--- config.mk ---
export PLATFORM = sky130hd
export DESIGN_NAME = calc_cmd_sequencer
export DESIGN_NICKNAME = d
export VERILOG_FILES = /design/src/rtl/calc_pkg.sv /design/src/rtl/calc_digit_acc.sv /design/src/rtl/calc_cmd_sequencer.sv
export SDC_FILE = /design/constraint.sdc
export NUM_CORES = 1
export LEC_CHECK = 0
export CAP_MARGIN = 10
export CORE_MARGIN = 5
export CORE_UTILIZATION = 34
export DETAILED_ROUTE_END_ITERATION = 8
export GPL_ROUTABILITY_DRIVEN = 0
export SLEW_MARGIN = 30
export SYNTH_ARGS = -nofsm -noshare
export SYNTH_HDL_FRONTEND = slang
export SYNTH_SLANG_ARGS = --single-unit
--- constraint.sdc ---
create_clock -name clock -period 6 [get_ports clock]
set_input_delay 0.9 -clock clock [delete_from_list [all_inputs] [get_ports clock]]
set_output_delay 0.9 -clock clock [all_outputs]
set_load 0.02 [all_outputs]
--- src/rtl/calc_pkg.sv ---
// Shared definitions for the calculator command sequencer: command
// encodings, FSM states, ALU opcodes and small command-decode helpers.
package calc_pkg;

  localparam logic [3:0] CMD_ADD = 4'hA;
  localparam logic [3:0] CMD_SUB = 4'hB;
  localparam logic [3:0] CMD_MUL = 4'hC;
  localparam logic [3:0] CMD_CLR = 4'hD;
  localparam logic [3:0] CMD_EQ  = 4'hE;
  localparam logic [3:0] CMD_NOP = 4'hF;

  // Largest magnitude the 8-digit display can show.
  localparam int MAX_MAG = 99_999_999;

  typedef enum logic [2:0] {S_A, S_B, S_EXEC, S_SHOW, S_ERR} state_t;

  typedef enum logic [1:0] {
    ALU_ADD = 2'b00,
    ALU_SUB = 2'b01,
    ALU_MUL = 2'b10
  } alu_op_t;

  typedef enum logic [2:0] {K_DIGIT, K_OP, K_CLR, K_EQ, K_NOP} cmd_kind_t;

  // Classify a raw keypad command.
  function automatic cmd_kind_t cmd_kind(input logic [3:0] c);
    cmd_kind_t k;
    k = K_NOP;
    if (c <= 4'd9) begin
      k = K_DIGIT;
    end else begin
      case (c)
        CMD_ADD, CMD_SUB, CMD_MUL: k = K_OP;
        CMD_CLR:                   k = K_CLR;
        CMD_EQ:                    k = K_EQ;
        default:                   k = K_NOP;
      endcase
    end
    return k;
  endfunction

  // Map an operator key onto the ALU opcode.
  function automatic alu_op_t cmd_to_op(input logic [3:0] c);
    alu_op_t o;
    case (c)
      CMD_SUB: o = ALU_SUB;
      CMD_MUL: o = ALU_MUL;
      default: o = ALU_ADD;
    endcase
    return o;
  endfunction

endpackage

--- src/rtl/calc_digit_acc.sv ---
// Decimal operand accumulator: builds a value one digit at a time
// (X*10 + d) up to MAX_DIGITS digits, with clear and parallel load.
// next_value exposes the value the register takes at the next edge so the
// parent can register its display in the same cycle.
module calc_digit_acc #(
  parameter int DATA_W     = 28,
  parameter int MAX_DIGITS = 8,
  parameter int CNT_W      = $clog2(MAX_DIGITS + 1)
) (
  input  logic              clock,
  input  logic              reset,
  input  logic              clear,
  input  logic              load,
  input  logic [DATA_W-1:0] load_value,
  input  logic              digit_en,
  input  logic [3:0]        digit,
  output logic [DATA_W-1:0] value,
  output logic [DATA_W-1:0] next_value,
  output logic [CNT_W-1:0]  count
);

  logic [DATA_W-1:0] base_v;
  logic [CNT_W-1:0]  base_c;
  logic [CNT_W-1:0]  next_count;

  // Next value: clear first, then either load or append one digit.
  // clear together with digit_en restarts the operand with that digit.
  always_comb begin
    // NOTE: every variable gets a default before any branch, so no latch is inferred.
    base_v     = clear ? '0 : value;
    base_c     = clear ? '0 : count;
    next_value = base_v;
    next_count = base_c;
    if (load) begin
      // A loaded result is treated as a complete operand.
      next_value = load_value;
      next_count = CNT_W'(MAX_DIGITS);
    end else if (digit_en && (base_c < CNT_W'(MAX_DIGITS))) begin
      next_value = (base_v << 3) + (base_v << 1) + DATA_W'(digit);
      next_count = base_c + 1'b1;
    end
  end

  // Accumulator and digit-count registers.
  always_ff @(posedge clock or negedge reset) begin
    if (!reset) begin
      value <= '0;
      count <= '0;
    end else begin
      // NOTE: sequential state uses non-blocking assignments so every register samples pre-edge values.
      value <= next_value;
      count <= next_count;
    end
  end

endmodule

--- src/rtl/calc_cmd_sequencer.sv ---
// Keypad command sequencer: builds operands A and B digit by digit,
// launches the ALU over a start/done handshake with a timeout, chains
// operators, and drives the registered display value and flags.
module calc_cmd_sequencer
  import calc_pkg::*;
#(
  parameter int DATA_W      = 28,
  parameter int MAX_DIGITS  = 8,
  parameter int ALU_TIMEOUT = 64
) (
  input  logic              clock,
  input  logic              reset,
  input  logic [3:0]        cmd,
  input  logic              cmd_valid,
  output logic              cmd_ready,
  output logic              alu_start,
  output logic [1:0]        alu_op,
  output logic [DATA_W-1:0] alu_a,
  output logic [DATA_W-1:0] alu_b,
  input  logic              alu_done,
  input  logic [DATA_W-1:0] alu_result,
  input  logic              alu_err,
  output logic [DATA_W-1:0] disp_value,
  output logic              disp_is_result,
  output logic              err_flag
);

  localparam int CNT_W  = $clog2(MAX_DIGITS + 1);
  localparam int TCNT_W = $clog2(ALU_TIMEOUT);

  state_t            state;
  alu_op_t           op_q;
  alu_op_t           pend_op;
  logic              pend_valid;
  logic [TCNT_W-1:0] tcnt;

  logic              accept;
  cmd_kind_t         kind;
  alu_op_t           new_op;
  logic              do_clr;
  logic              exec_ok;
  logic              launch;

  logic              a_clear, a_load, a_den;
  logic              b_clear, b_den;
  logic [DATA_W-1:0] a_value, a_next;
  logic [DATA_W-1:0] b_value, b_next;
  logic [CNT_W-1:0]  a_count, b_count;

  assign accept  = cmd_valid && cmd_ready;
  assign kind    = cmd_kind(cmd);
  assign new_op  = cmd_to_op(cmd);
  // cmd_ready is low in S_EXEC, so CLR is honoured everywhere else.
  assign do_clr  = accept && (kind == K_CLR);
  assign exec_ok = (state == S_EXEC) && alu_done && !alu_err;
  // An operator or EQ after at least one B digit launches the ALU.
  assign launch  = accept && (state == S_B) && (b_count != '0) &&
                   ((kind == K_OP) || (kind == K_EQ));

  // Accumulator controls decoded from the current state and command.
  always_comb begin
    a_clear = do_clr;
    b_clear = do_clr;
    a_load  = exec_ok;
    a_den   = 1'b0;
    b_den   = 1'b0;
    if (accept && (kind == K_DIGIT)) begin
      a_den = (state == S_A) || (state == S_SHOW);
      b_den = (state == S_B);
      if (state == S_SHOW) a_clear = 1'b1;
    end
    if (accept && (kind == K_OP) && ((state == S_A) || (state == S_SHOW)))
      b_clear = 1'b1;
    if (exec_ok && pend_valid)
      b_clear = 1'b1;
  end

  calc_digit_acc #(
    .DATA_W    (DATA_W),
    .MAX_DIGITS(MAX_DIGITS),
    .CNT_W     (CNT_W)
  ) u_acc_a (
    .clock     (clock),
    .reset     (reset),
    .clear     (a_clear),
    .load      (a_load),
    .load_value(alu_result),
    .digit_en  (a_den),
    .digit     (cmd),
    .value     (a_value),
    .next_value(a_next),
    .count     (a_count)
  );

  calc_digit_acc #(
    .DATA_W    (DATA_W),
    .MAX_DIGITS(MAX_DIGITS),
    .CNT_W     (CNT_W)
  ) u_acc_b (
    .clock     (clock),
    .reset     (reset),
    .clear     (b_clear),
    .load      (1'b0),
    .load_value('0),
    .digit_en  (b_den),
    .digit     (cmd),
    .value     (b_value),
    .next_value(b_next),
    .count     (b_count)
  );

  // Sequencer FSM with registered outputs.
  always_ff @(posedge clock or negedge reset) begin
    if (!reset) begin
      state          <= S_A;
      op_q           <= ALU_ADD;
      pend_op        <= ALU_ADD;
      pend_valid     <= 1'b0;
      tcnt           <= '0;
      cmd_ready      <= 1'b1;
      alu_start      <= 1'b0;
      alu_op         <= 2'b00;
      alu_a          <= '0;
      alu_b          <= '0;
      disp_value     <= '0;
      disp_is_result <= 1'b0;
      err_flag       <= 1'b0;
    end else begin
      alu_start <= 1'b0;
      if (do_clr) begin
        state          <= S_A;
        op_q           <= ALU_ADD;
        pend_valid     <= 1'b0;
        tcnt           <= '0;
        cmd_ready      <= 1'b1;
        alu_op         <= 2'b00;
        alu_a          <= '0;
        alu_b          <= '0;
        disp_value     <= '0;
        disp_is_result <= 1'b0;
        err_flag       <= 1'b0;
      end else begin
        case (state)
          S_A: begin
            if (accept) begin
              case (kind)
                K_DIGIT: begin
                  if (a_count < CNT_W'(MAX_DIGITS)) begin
                    disp_value     <= a_next;
                    disp_is_result <= 1'b0;
                  end
                end
                K_OP: begin
                  op_q  <= new_op;
                  state <= S_B;
                end
                K_EQ: begin
                  disp_value     <= a_value;
                  disp_is_result <= 1'b1;
                  state          <= S_SHOW;
                end
                default: ;
              endcase
            end
          end

          S_B: begin
            if (accept) begin
              case (kind)
                K_DIGIT: begin
                  if (b_count < CNT_W'(MAX_DIGITS)) begin
                    disp_value     <= b_next;
                    disp_is_result <= 1'b0;
                  end
                end
                K_OP: begin
                  if (b_count == '0) begin
                    op_q <= new_op;
                  end else begin
                    pend_op    <= new_op;
                    pend_valid <= 1'b1;
                  end
                end
                K_EQ: begin
                  if (b_count != '0) pend_valid <= 1'b0;
                end
                default: ;
              endcase
            end
            if (launch) begin
              state     <= S_EXEC;
              alu_start <= 1'b1;
              alu_op    <= op_q;
              alu_a     <= a_value;
              alu_b     <= b_value;
              cmd_ready <= 1'b0;
              tcnt      <= '0;
            end
          end

          S_EXEC: begin
            if (alu_done && !alu_err) begin
              disp_value     <= alu_result;
              disp_is_result <= 1'b1;
              cmd_ready      <= 1'b1;
              if (pend_valid) begin
                op_q       <= pend_op;
                pend_valid <= 1'b0;
                state      <= S_B;
              end else begin
                state <= S_SHOW;
              end
            end else if (alu_done || (tcnt == TCNT_W'(ALU_TIMEOUT - 1))) begin
              state          <= S_ERR;
              err_flag       <= 1'b1;
              disp_value     <= '0;
              disp_is_result <= 1'b0;
              cmd_ready      <= 1'b1;
              pend_valid     <= 1'b0;
            end else begin
              tcnt <= tcnt + 1'b1;
            end
          end

          S_SHOW: begin
            if (accept) begin
              case (kind)
                K_DIGIT: begin
                  disp_value     <= a_next;
                  disp_is_result <= 1'b0;
                  state          <= S_A;
                end
                K_OP: begin
                  op_q  <= new_op;
                  state <= S_B;
                end
                default: ;
              endcase
            end
          end

          S_ERR: ;

          default: state <= S_A;
        endcase
      end
    end
  end

endmodule
## Word-level counts from Yosys, hierarchy flattened

Index checks and enable logic that the tools add are counted.

| word-level totals | value |
|---|---|
| output and inout port bits | 90 |
| bits in registers | 168 |
| word-level logic and storage cells | 203 |

| cells by class | value |
|---|---|
| bitwise operators | 2 |
| add/sub/neg operators | 7 |
| mux-type cells | 94 |
| reductions and logical operators | 40 |
| eq/ne operators | 38 |
| order comparisons | 5 |

Operators by type and width:

| cell | count |
|---|---|
| two-way mux 28 bit | 21 |
| case mux 28 bit (4 select lines) | 1 |
| adder 28 bit | 2 |
| adder 28 x 4 -> 28 bit | 2 |
| case mux 28 bit (2 select lines) | 1 |
| two-way mux 1 bit | 31 |
| two-way mux 2 bit | 12 |
| two-way mux 6 bit | 4 |
| inequality test 3 bit (second input constant) | 8 |
| two-way mux 3 bit | 7 |
| equality test 4 bit (second input constant) | 5 |
| two-way mux 4 bit | 5 |
| inequality test 4 bit (second input constant) | 5 |
| < comparator 4 bit (second input constant) | 4 |
| inequality test 3 x 2 -> 1 bit (second input constant) | 5 |
| case mux 3 bit (5 select lines) | 1 |
| logical AND 1 bit | 14 |
| equality test 3 x 2 -> 1 bit (second input constant) | 4 |
| case mux 3 bit (2 select lines) | 2 |
| case mux 6 bit (2 select lines) | 1 |
| AND reduction 10 bit | 1 |
| case mux 3 bit (3 select lines) | 1 |
| adder 4 x 1 -> 4 bit (second input constant) | 2 |
| inequality test 4 x 2 -> 1 bit (second input constant) | 2 |
| other kinds (30) | 45 |

## Logic depth before layout (Yosys ltp)

| logic depth | value |
|---|---|
| word-level depth | 18 |
| depth in mapped cells | 20 |
| depth with buffers taken out | 17 |

## Hierarchy

Synthesis repeated with hierarchy kept, for this count alone.

| unflattened totals | value |
|---|---|
| cell total of the unflattened synthesis | 1487 |
| area total of the unflattened synthesis | 12549.5 sq um |

By module, submodules not included:

| module | cells each | area an instance (sq um) | instances | sequential area each (sq um) |
|---|---|---|---|---|
| calc_digit_acc | 412 | 3334.4 | 2 | 800.8 |
| calc_cmd_sequencer | 663 | 5880.6 | 1 | 2603.7 |

## Worst setup path after synthesis

Ideal clock, no wire load.

| path | value |
|---|---|
| path kind | input -> register |
| start | input port cmd[3] |
| end | register disp_value[18] |
| stages | 20 |
| path buffers | 3 |
| slack | 1.011 ns |
| data arrival time | 4.865 ns |
| path through | buf_2 nand2_1 nor4_4 nor2_1 clkbuf_1 clkbuf_1 and2_1 ha_1 ha_1 inv_1 fa_1 nor2b_1 o31a_1 o211ai_2 a2111oi_0 nor2_1 xnor2_1 a222oi_1 o21a_1 a21oi_1 |

| between the ends | value |
|---|---|
| word-level cells in the longest chain between the ends | 18 |
| elaborated cells on any way between the ends | 59 |
| classes of those cells | add/sub: 4; order compare: 3; eq/ne: 17; mux: 25; reduce/logical: 10 |

RTL lines:

| item | RTL line | source |
|---|---|---|
| start: declaration | calc_cmd_sequencer.sv:13 | `input logic [3:0] cmd,` |
| equality test 4 bit | calc_pkg.sv:32 | `case (c)` |
| OR reduction 3 bit | calc_pkg.sv:32 |  |
| case mux 3 bit (3 select lines) | calc_pkg.sv:32 |  |
| two-way mux 3 bit | calc_pkg.sv:29 | `if (c <= 4'd9) begin` |
| equality test 3 x 2 -> 1 bit / equality test 3 x 1 -> 1 bit (equally long branches) | calc_cmd_sequencer.sv:54, calc_cmd_sequencer.sv:72 |  |
| logical AND 1 bit, on equally long branches | calc_cmd_sequencer.sv:54, calc_cmd_sequencer.sv:72 |  |
| two-way mux 1 bit / logical AND 1 bit (equally long branches) | calc_cmd_sequencer.sv:70, calc_cmd_sequencer.sv:72 |  |
| two-way mux 1 bit, on equally long branches | calc_cmd_sequencer.sv:67, calc_cmd_sequencer.sv:72 |  |
| [... 2 more ...] | - |  |
| adder 28 x 4 -> 28 bit (tied with other cells) | calc_digit_acc.sv:39 | `next_value = (base_v << 3) + (base_v << 1) + DATA_W'(digit);` |
| two-way mux 28 bit (tied with other cells) | calc_digit_acc.sv:38 | `end else if (digit_en && (base_c < CNT_W'(MAX_DIGITS))) begin` |
| two-way mux 28 bit, on equally long branches | calc_digit_acc.sv:34, calc_digit_acc.sv:38 |  |
| two-way mux 28 bit, on equally long branches | calc_cmd_sequencer.sv:148, calc_cmd_sequencer.sv:171 |  |
| case mux 28 bit (2 select lines) / two-way mux 28 bit (equally long branches) | calc_cmd_sequencer.sv:146, calc_cmd_sequencer.sv:169 |  |
| two-way mux 28 bit, on equally long branches | calc_cmd_sequencer.sv:145, calc_cmd_sequencer.sv:168 |  |
| case mux 28 bit (4 select lines) | calc_cmd_sequencer.sv:143 | `case (state)` |
| two-way mux 28 bit | calc_cmd_sequencer.sv:130 | `if (do_clr) begin` |
| end signal: assignment | calc_cmd_sequencer.sv:149 | `disp_value <= a_next;` |
| end signal: assignment | calc_cmd_sequencer.sv:158 | `disp_value <= a_value;` |
| end signal: assignment | calc_cmd_sequencer.sv:172 | `disp_value <= b_next;` |
| end: declaration | calc_cmd_sequencer.sv:23 | `output logic [DATA_W-1:0] disp_value,` |

Parallel ways exist; a longest one is shown, timed or not. The select of a mux whose other input is x is not followed.
A chain may end at the register's enable or synchronous reset.

## Worst setup path after layout

| path | value |
|---|---|
| start | input port cmd[2] |
| end | register disp_value[18] |

The elaborated chain is that of the path after synthesis.

==> impl_metrics.prom <==
# TYPE chip_impl_metric gauge
chip_impl_metric{name="fin_util",unit="%"} 41.9
chip_impl_info{name="grt_setup_unrepaired",value="false"} 1
chip_impl_metric{name="power_per_cell_area",unit="nW/µm²"} 540
chip_impl_metric{name="fmax",unit="GHz"} 0.181
chip_impl_metric{name="max_cap_viol_count",unit=""} 0
chip_impl_metric{name="ff_latch_area",unit="µm²"} 4210
chip_impl_metric{name="worst_setup_hold_path_clk_slew",unit="ps"} 80
chip_impl_metric{name="holdWs",unit="ps"} 478
chip_impl_metric{name="cts_num_sinks",unit=""} 168
chip_impl_metric{name="timing.critical_path.arrival",unit="ps"} 5840
chip_impl_metric{name="total_via_count_in_the_routed_design",unit=""} 10200
chip_impl_metric{name="avgRoutedWirePerCell",unit="µm"} 19.1
chip_impl_info{name="criticalPathCategory",value="in2reg"} 1
chip_impl_metric{name="die_height",unit="µm"} 192
chip_impl_info{name="dominantRegCellSynth",value="sky130_fd_sc_hd__dfrtp_1"} 1
chip_impl_metric{name="globalRouteOverflowTotal",unit=""} 0
chip_impl_metric{name="p_int",unit="mW"} 4.00
chip_impl_metric{name="synth_sequential_area_ratio",unit="%"} 37.2
chip_impl_metric{name="die_area",unit="µm²"} 37000
chip_impl_metric{name="grt_start_max_net_pins",unit=""} 86
chip_impl_metric{name="i_o_pin_total",unit=""} 127
chip_impl_metric{name="p_comb_share",unit="%"} 58.3
chip_impl_metric{name="postSynthAreaPerCell",unit="µm²"} 8.59
chip_impl_metric{name="postRouteWirelength",unit="mm"} 35.8
chip_impl_metric{name="numCtsBuffers",unit=""} 17
chip_impl_metric{name="hpwlAfterDp",unit="mm"} 27.0
chip_impl_metric{name="initial_core_util",unit="%"} 34.5
chip_impl_metric{name="first_global_vias",unit=""} 9998
chip_impl_metric{name="finalMaxSlewViolations",unit=""} 0
chip_impl_metric{name="worstMarginPinSlew",unit="ps"} 979
chip_impl_metric{name="power.share.switching",unit="%"} 46.0
chip_impl_metric{name="report.final.hold_viol_count",unit=""} 0
chip_impl_metric{name="htreeDepth",unit=""} 4
chip_impl_metric{name="synth.yosys.warnings",unit=""} 0
chip_impl_metric{name="p_leak",unit="nW"} 6.23
chip_impl_metric{name="cts_hold_buffers",unit=""} 0
chip_impl_metric{name="drive_above_1_share",unit="%"} 6.27
chip_impl_metric{name="grt_usage",unit="%"} 19.5
chip_impl_metric{name="multi_input_area",unit="µm²"} 6730
chip_impl_metric{name="fin_ws",unit="ps"} 479
chip_impl_metric{name="synthesis.instances",unit=""} 1315
chip_impl_metric{name="fin_crit",unit="ps"} 5520
chip_impl_metric{name="skew",unit="ps"} 15.4
chip_impl_metric{name="place.detailed.instances",unit=""} 1847
chip_impl_metric{name="power.sequential.fraction",unit="%"} 25.8
chip_impl_metric{name="synth_enable_flop_cells",unit=""} 0
chip_impl_metric{name="areaGrowthSynthToFinish",unit="%"} 21.4
chip_impl_metric{name="detailedRoute.firstIterationViolations",unit=""} 901
chip_impl_metric{name="wire_length_of_the_first_global_routing_pass",unit="mm"} 57.0
chip_impl_info{name="outcome",value="finished clean"} 1
chip_impl_metric{name="detail_route.drc_violations",unit=""} 0
chip_impl_metric{name="cts_repair_resized_insts",unit=""} 0
chip_impl_metric{name="vias_per_cell",unit=""} 5.45
chip_impl_metric{name="num-fill-cells",unit=""} 3321
chip_impl_metric{name="fin_tns_setup",unit="ps"} 0
chip_impl_metric{name="finalNonFillerCells",unit=""} 1878
chip_impl_info{name="cts_tree",value="done"} 1
chip_impl_metric{name="max-slew-margin-rel",unit="%"} 34.7
chip_impl_metric{name="switchingPower",unit="mW"} 3.41
chip_impl_metric{name="synthesis.nets",unit=""} 1458
chip_impl_metric{name="post-place-ws",unit="ps"} 126
chip_impl_metric{name="setup-violations-final",unit=""} 0
chip_impl_info{name="worstSetupEndpointType",value="register"} 1
chip_impl_metric{name="portBuffers",unit=""} 126
chip_impl_info{name="cts-root-buf",value="sky130_fd_sc_hd__clkbuf_16"} 1
chip_impl_metric{name="placement.cell_area",unit="µm²"} 13100
chip_impl_info{name="hold_path_class",value="reg2reg"} 1
chip_impl_metric{name="core",unit="µm²"} 32700
chip_impl_metric{name="synth_cell_type_count",unit=""} 75
chip_impl_metric{name="worstSkewPairLatency",unit="ps"} 440
chip_impl_metric{name="die_x",unit="µm"} 192
chip_impl_metric{name="crit_path_max_fanout",unit=""} 15
chip_impl_metric{name="cts.repair_timing.setup_buffer_count",unit=""} 0
chip_impl_info{name="setup.worst_path.start_class",value="input port"} 1
chip_impl_metric{name="postRouteAntennaNets",unit=""} 0
chip_impl_metric{name="max-vdd-ir-drop",unit="µV"} 226
chip_impl_metric{name="wp_data_required",unit="ps"} 6320
chip_impl_metric{name="design.final.nets",unit=""} 1567
chip_impl_metric{name="finish.instance_area",unit="µm²"} 13700
chip_impl_metric{name="final_critical_path_share_of_the_clock_period",unit="%"} 92.0
chip_impl_metric{name="clock_power_share",unit="%"} 15.9
chip_impl_metric{name="clock_tree.buffer_depth",unit=""} 2
chip_impl_metric{name="design_power_total",unit="mW"} 7.41
chip_impl_metric{name="antenna_violations_before_repair",unit=""} 0
chip_impl_metric{name="ys_async_sr_fraction",unit="%"} 100
chip_impl_metric{name="fp-row-count",unit=""} 66
chip_impl_metric{name="detailedRoute.firstPassIterationCount",unit=""} 6
chip_impl_metric{name="ys_seq_elements",unit=""} 168
chip_impl_metric{name="antennaDiodeCount",unit=""} 0
chip_impl_metric{name="synthesis.area",unit="µm²"} 11300
routing by layer:
metal	part of all wire (%)	global-route usage [%]
met1	46	27.6
met2	47	31.5
met3	5.2	2.03
met4	2.0	5.84
met5	0	0
cell usage after synthesis, types with 15 or more instances:
cell / instances / area share, %
sky130_fd_sc_hd__nand2_1: 241 / 8.0
sky130_fd_sc_hd__dfrtp_1: 167 / 37
sky130_fd_sc_hd__o21ai_0: 127 / 5.6
sky130_fd_sc_hd__ha_1: 103 / 11
sky130_fd_sc_hd__nor2_1: 93 / 3.1
sky130_fd_sc_hd__a21oi_1: 89 / 3.9
sky130_fd_sc_hd__and2_1: 57 / 3.2
sky130_fd_sc_hd__clkbuf_1: 53 / 1.8
sky130_fd_sc_hd__a21o_1: 33 / 2.2
sky130_fd_sc_hd__xnor2_1: 32 / 2.5
sky130_fd_sc_hd__inv_1: 28 / 0.93
sky130_fd_sc_hd__nand3_1: 22 / 0.97
sky130_fd_sc_hd__xor2_1: 21 / 1.6
sky130_fd_sc_hd__a221oi_1: 15 / 1.2
critical path: stages:
cell                              delay, ps
sky130_fd_sc_hd__clkdlybuf4s50_1        570
sky130_fd_sc_hd__buf_4                  230
sky130_fd_sc_hd__o21a_1                 190
sky130_fd_sc_hd__nor3_1                 220
sky130_fd_sc_hd__nor2_1                  80
sky130_fd_sc_hd__buf_4                  180
sky130_fd_sc_hd__and2_1                 180
sky130_fd_sc_hd__ha_1                   300
sky130_fd_sc_hd__ha_1                   200
sky130_fd_sc_hd__inv_1                   70
sky130_fd_sc_hd__fa_1                   370
sky130_fd_sc_hd__nor2b_1                210
sky130_fd_sc_hd__o31a_1                 210
sky130_fd_sc_hd__o211ai_2               140
sky130_fd_sc_hd__a2111oi_0              770
sky130_fd_sc_hd__nor2_1                 140
sky130_fd_sc_hd__xnor2_1                180
sky130_fd_sc_hd__a222oi_1               400
sky130_fd_sc_hd__o21a_1                 210
sky130_fd_sc_hd__a21oi_1                 70
worst paths after layout:
kind                                   from             end  slack (ps)  cells after the start
min reg2reg                u_acc_b.value[4]        alu_b[4]         480                      2
min                        u_acc_b.value[4]        alu_b[4]         480                      2
max reg2reg                        state[0]  disp_value[18]         770                     18
min in group asynchronous             reset        alu_b[3]         520                      1
max in group asynchronous             reset       alu_a[10]        4320                      2
max                                  cmd[2]  disp_value[18]         480                     20
power groups by stage:
stage	registers, mW	clock network (mW)	logic, mW
floorplan	2.04	0	2.69
global placement	1.94	0	4.22
detailed placement	1.94	0	4.26
CTS	1.92	1.20	4.29
global route	1.97	1.25	4.76
finish	1.91	1.18	4.32
cell type report:
type	count	area share (%)
multi-input combinational	1051	49.1
clock buffer	19	3.30
tap	442	4.03
clock inverter	12	1.20
inverter	29	0.794
timing repair buffer	157	10.9
sequential	168	30.7
flip-flops by register name (all words and copies together) (netlist names):
| register | cells |
|---|---|
| alu_a | 28 |
| alu_b | 28 |
| alu_op | 2 |
| alu_start | 1 |
| cmd_ready | 1 |
| disp_is_result | 1 |
| disp_value | 28 |
| err_flag | 1 |
| op_q | 2 |
| pend_op | 2 |
| pend_valid | 1 |
| state | 3 |
| tcnt | 6 |
| u_acc_a.count | 4 |
| u_acc_a.value | 28 |
| u_acc_b.count | 4 |
| u_acc_b.value | 28 |
logic make-up after synthesis:
group,Yosys count,synth area share [%]
and+or+nand+nor,469,18.5
muxes,17,1.62
xor gates and xnor gates,53,4.11
DFF,168,37.2
buffers and inverters,96,3.37
adders and majority gates,106,11.9
AOI/OAI and AO/OA,406,23.2
placed cells by master (no fill, tap or decap), types with 5 or more instances in the layout:
master	instances
sky130_fd_sc_hd__a211oi_1	8
sky130_fd_sc_hd__a21o_1	33
sky130_fd_sc_hd__a21oi_1	88
sky130_fd_sc_hd__a221o_1	6
sky130_fd_sc_hd__a221oi_1	15
sky130_fd_sc_hd__a222oi_1	7
sky130_fd_sc_hd__a22o_1	6
sky130_fd_sc_hd__a22oi_1	7
sky130_fd_sc_hd__a31oi_1	13
sky130_fd_sc_hd__and2_1	57
sky130_fd_sc_hd__and3_1	7
sky130_fd_sc_hd__buf_4	31
sky130_fd_sc_hd__clkbuf_16	17
sky130_fd_sc_hd__clkdlybuf4s50_1	125
sky130_fd_sc_hd__dfrtp_1	167
sky130_fd_sc_hd__ha_1	103
sky130_fd_sc_hd__inv_1	28
sky130_fd_sc_hd__mux2_2	6
sky130_fd_sc_hd__mux2i_1	10
sky130_fd_sc_hd__nand2_1	241
sky130_fd_sc_hd__nand3_1	22
sky130_fd_sc_hd__nor2_1	91
sky130_fd_sc_hd__nor2b_1	8
sky130_fd_sc_hd__nor3_1	13
sky130_fd_sc_hd__nor4_1	6
sky130_fd_sc_hd__o211ai_1	7
sky130_fd_sc_hd__o21a_1	10
sky130_fd_sc_hd__o21ai_0	127
sky130_fd_sc_hd__o21ai_1	10
sky130_fd_sc_hd__o21bai_1	7
sky130_fd_sc_hd__o31a_1	5
sky130_fd_sc_hd__o31ai_1	7
sky130_fd_sc_hd__xnor2_1	32
sky130_fd_sc_hd__xor2_1	21
Note: power is estimated with default switching activity, not from simulation.
